<file path="config.mk">
export PLATFORM = sky130hd
export DESIGN_NAME = bcd_updown_cnt
export DESIGN_NICKNAME = d
export VERILOG_FILES = /design/src/rtl/bcd_updown_cnt.sv
export SDC_FILE = /design/constraint.sdc
export NUM_CORES = 1
export LEC_CHECK = 0
export BUFFER_PORTS_ARGS = -buffer_cell sky130_fd_sc_hd__buf_2
export CAP_MARGIN = 20
export CORE_MARGIN = 2
export CORE_UTILIZATION = 50
export CTS_CLUSTER_SIZE = 8
export DETAILED_ROUTE_END_ITERATION = 8
export GPL_TIMING_DRIVEN = 0
export PLACE_DENSITY = 0.77
export SLEW_MARGIN = 20
export SYNTH_ARGS = -nofsm -noshare
export SYNTH_HDL_FRONTEND = slang
export SYNTH_SLANG_ARGS = --single-unit
</file>
<file path="constraint.sdc">
create_clock -name CLK -period 7.5 [get_ports CLK]
set_clock_uncertainty 0.1 [all_clocks]
set_input_delay 1.125 -clock CLK [delete_from_list [all_inputs] [get_ports CLK]]
set_output_delay 1.125 -clock CLK [all_outputs]
set_load 0.01 [all_outputs]
</file>
<file path="src/rtl/bcd_updown_cnt.sv">
// Multi-decade synchronous BCD up/down counter with parallel load, wrap or saturate
// at terminal count, cascade enable and a registered terminal-event pulse.
module bcd_updown_cnt #(
  parameter int unsigned DIGITS = 4,
  parameter bit          WRAP   = 1'b1
) (
  input  logic                  CLK,
  input  logic                  RST,
  input  logic                  LOAD,
  input  logic                  CE,
  input  logic                  CI,
  input  logic                  Up_Down,
  input  logic [4*DIGITS-1:0]   P,
  output logic [4*DIGITS-1:0]   Q,
  output logic                  MAX_MIN,
  output logic                  RC,
  output logic                  TC_PULSE
);

  logic                en;
  logic                at_term;
  logic [4*DIGITS-1:0] q_q, q_d;
  logic [4*DIGITS-1:0] q_step;
  logic [4*DIGITS-1:0] p_clamp;
  logic                tc_q, tc_d;
  logic                held_q, held_d;

  // chain[k] is set when every decade below k sits at the terminal digit for the
  // current direction, i.e. decade k is the one that steps this cycle.
  logic [DIGITS:0]     chain;

  assign en       = ~CE & CI;
  assign chain[0] = 1'b1;

  for (genvar k = 0; k < DIGITS; k++) begin : g_dec
    logic [3:0] d;
    logic [3:0] p_nib;
    logic [3:0] nxt;

    assign d            = q_q[4*k +: 4];
    assign p_nib        = P[4*k +: 4];
    assign chain[k+1]   = chain[k] & (Up_Down ? (d == 4'd0) : (d == 4'd9));
    assign p_clamp[4*k +: 4] = (p_nib > 4'd9) ? 4'd9 : p_nib;

    always_comb begin
      nxt = d;
      if (chain[k]) begin
        if (Up_Down) begin
          nxt = (d == 4'd0) ? 4'd9 : d - 4'd1;
        end else begin
          nxt = (d == 4'd9) ? 4'd0 : d + 4'd1;
        end
      end
    end

    assign q_step[4*k +: 4] = nxt;
  end

  assign at_term = chain[DIGITS];

  // held_q remembers that the saturating counter already reported reaching terminal.
  always_comb begin
    q_d    = q_q;
    tc_d   = 1'b0;
    held_d = held_q;
    if (!LOAD) begin
      q_d    = p_clamp;
      held_d = 1'b0;
    end else if (en) begin
      if (at_term && !WRAP) begin
        tc_d   = ~held_q;
        held_d = 1'b1;
      end else begin
        q_d    = q_step;
        tc_d   = at_term;
        held_d = 1'b0;
      end
    end
  end

  always_ff @(posedge CLK or posedge RST) begin
    if (RST) begin
      q_q    <= '0;
      tc_q   <= 1'b0;
      held_q <= 1'b0;
    end else begin
      q_q    <= q_d;
      tc_q   <= tc_d;
      held_q <= held_d;
    end
  end

  assign Q        = q_q;
  assign TC_PULSE = tc_q;
  assign MAX_MIN  = at_term;
  assign RC       = ~(at_term & en);

endmodule

</file>
==> results.ini <==
[route]
first_pass_iters=6
via_per_inst=5.749
dr_total_vias=1489
drt-initial-drc-count=75
drcViolationCount=3
avgRoutedWirePerCell_um=13.15
finalWirelength_um=3405
ant_nets=0

[timing]
fin_ws_ns=3.203
setup_viol=0
hold_viol=0
tightest_slew_ns=0.6671
period_share=0.5730
post-route-min-period_ns=4.297
rsz0062_at_grt=false
fmax_mhz=232.7
tns_ns=0
slew_viol_final=0
max-slew-margin-rel=0.5547

[grt]
antenna_found_initial=0
grt_max_degree=18
grt_overflow=0
grt_use_total=0.2088
grt_pass1_vias=1277
grt_pass1_wl_um=5664

[clocking]
cts_buffer_depth=2
cts_buffers=3
cts_max_level=1
post_cts_resized=0
cts_tree=built
cts-root-buf=clkbuf_4
cts_setup_buffers=0
cts.clk_slew.worst_paths_ns=0.10
hold_buffers=0
clock_latency_ns=0.29
clock-sinks=17

[placed_design]
portBuffers=39
pre_cts_ws_ns=3.213
place.gp.congestion=0.8968
dpl_cell_area_um2=1734
hpwl_um=2538
place_inst=255

[synth]
syn_area_um2=1500
synthArstFlopShare=1.000
synth_compound_area_frac=0.2452
synth-seq-area-share=0.2836
ys_ff_latch=17
synthTopCellsByArea=dfrtp_1 28%, o21ai_0 5.7%, xnor2_1 4.7%, nor2_1 4.5%, a22o_1 4.1%
synth_area_per_cell_um2=8.109
netlist_instances=185
yosysTopAreaCellShare=0.2836
synth_top_family_by_area=simple AND/OR/NAND/NOR gates
synth_adder_area_share=0
synth_xor_area_frac=0.06422
ys_dominant_reg_cell=dfrtp_1
yosysTopAreaCell=dfrtp_1
synth_edf_count=0
synth_nets=207
yosys.area_share.simple=0.2777
yosysUniqueCellTypes=47
muxShareOfSynthArea=0.06088
ys_warn_count=0

[pwr]
leakagePower_nw=0.7556
pwr_density_cell_nw_per_um2=145.8
ir_worst_vdd_mv=0.1331

[layout]
drive_above_1_share=0.2500
final_cell_mix=40 x buf_2, 18 x nor2_1, 17 x dfrtp_1, 17 x o21ai_0, 16 x clkbuf_1
diodes=0
nNetsFinal=251
design_area_um2=1760
layout_commonest_cell=buf_2
final_core_util=0.6276
stdcell_count=259
syn_to_final_growth_pct=17.35

[floorplan]
die_x_um=58.78
start_util=0.5348
rows=19
io_pins=41
die_h_um=58.78
core_area_um2=2805
dieArea_um2=3455

[setup_path]
cp-end-kind=primary output
crit_chain=buf_2 -> clkbuf_1 -> nor3b_1 -> a21oi_1 -> or4_1 -> or4_1 -> buf_2
slowest_delay_ns=0.53
crit_required_ns=6.27
critical_path.slowest_cell=or4_1
arrival_ns=3.07
critical_path_buf_inv_count=3
crit_fanout=10
crit_type=in -> out
crit_family=simple AND/OR/NAND/NOR gates
worst_setup_path_start_kind=primary input

[hold_path]
hp-class=reg -> reg

[status]
violations=design-rule violations
run_status=complete, but fails checks

[flow_run]
max_cap_violations=0

==> layout make-up <==
class,count,area [um^2]
multi-input cells,145,972.2
well taps,31,38.79
inverters,5,18.77
repair buffers,39,195.2
fillers,264,1045
flip-flops and latches,17,425.4
plain buffers,18,83.83
clock buffers,4,26.28
==> flip-flops by register name, summed over array words and instances (netlist names) <==
register,cells
Q,16
TC_PULSE,1
==> routing by layer <==
layer	up-vias	global-route usage	wire length, um
met1	697	0.2898	1611
li1	753	-	-
met4	0	0.03247	10
met2	37	0.3381	1605
met5	-	0	0
met3	2	0.04835	177
==> logic make-up (layout without fill, tap and decap cells) <==
kind of cell              after synthesis  after routing
AOI/OAI and AO/OA                      54             54
DFF                                    17             17
xor gates and xnor gates               11             11
muxes                                   8              8
buffers and inverters                  23             66
and+or+nand+nor                        72             72
==> synth_stat cells (all sizes together), types with 2 or more instances <==
master,n
a221oi,3
a211o,2
clkbuf,15
o311ai,2
nor3b,4
xor2,3
nor3,3
or3b,2
dfrtp,17
nand2b,4
a22o,7
nand3,2
or4,3
inv,5
nor2,18
mux2i,2
nor2b,8
nand2,13
mux2,6
buf,3
and2,2
nand3b,6
o21ai,17
xnor2,8
a21oi,9
a22oi,4
==> where the power goes <==
group / internal, W / switching, W
clock: 0.0000207 / 0.0000287
sequential: 0.0000999 / 0.00000841
combinational: 0.0000451 / 0.0000537
total: 0.000166 / 0.0000908
==> metrics by stage <==
step	hold WS (ns)	total power, W
floorplan	0.5818	0.0001809
global placement	0.5657	0.0002079
detailed placement	0.5673	0.0002092
CTS	0.5967	0.0002592
global route	0.6594	0.0002764
finish	0.5860	0.0002566
==> worst paths after layout <==
kind	from	slack (ns)	endpoint	depth (start not counted)
max	Up_Down	3.20	RC	7
min	Q[3]$_DFFE_PP0P_	0.59	Q[3]$_DFFE_PP0P_	3
max reg2reg	Q[3]$_DFFE_PP0P_	4.86	Q[14]$_DFFE_PP0P_	7
min reg2reg	Q[3]$_DFFE_PP0P_	0.59	Q[3]$_DFFE_PP0P_	3
max in group asynchronous	RST	6.07	Q[5]$_DFFE_PP0P_	2
min in group asynchronous	RST	0.81	Q[0]$_DFFE_PP0P_	2
==> worst register-to-register path, stage by stage, from the launching register on <==
cell and delay, ns:
dfrtp_1 0.40, buf_6 0.14, or3b_1 0.37, a2111o_1 0.43
buf_6 0.15, nor4b_4 0.39, mux2_2 0.39, a22o_1 0.18
No activity file was read; power rests on OpenSTA's default activity.
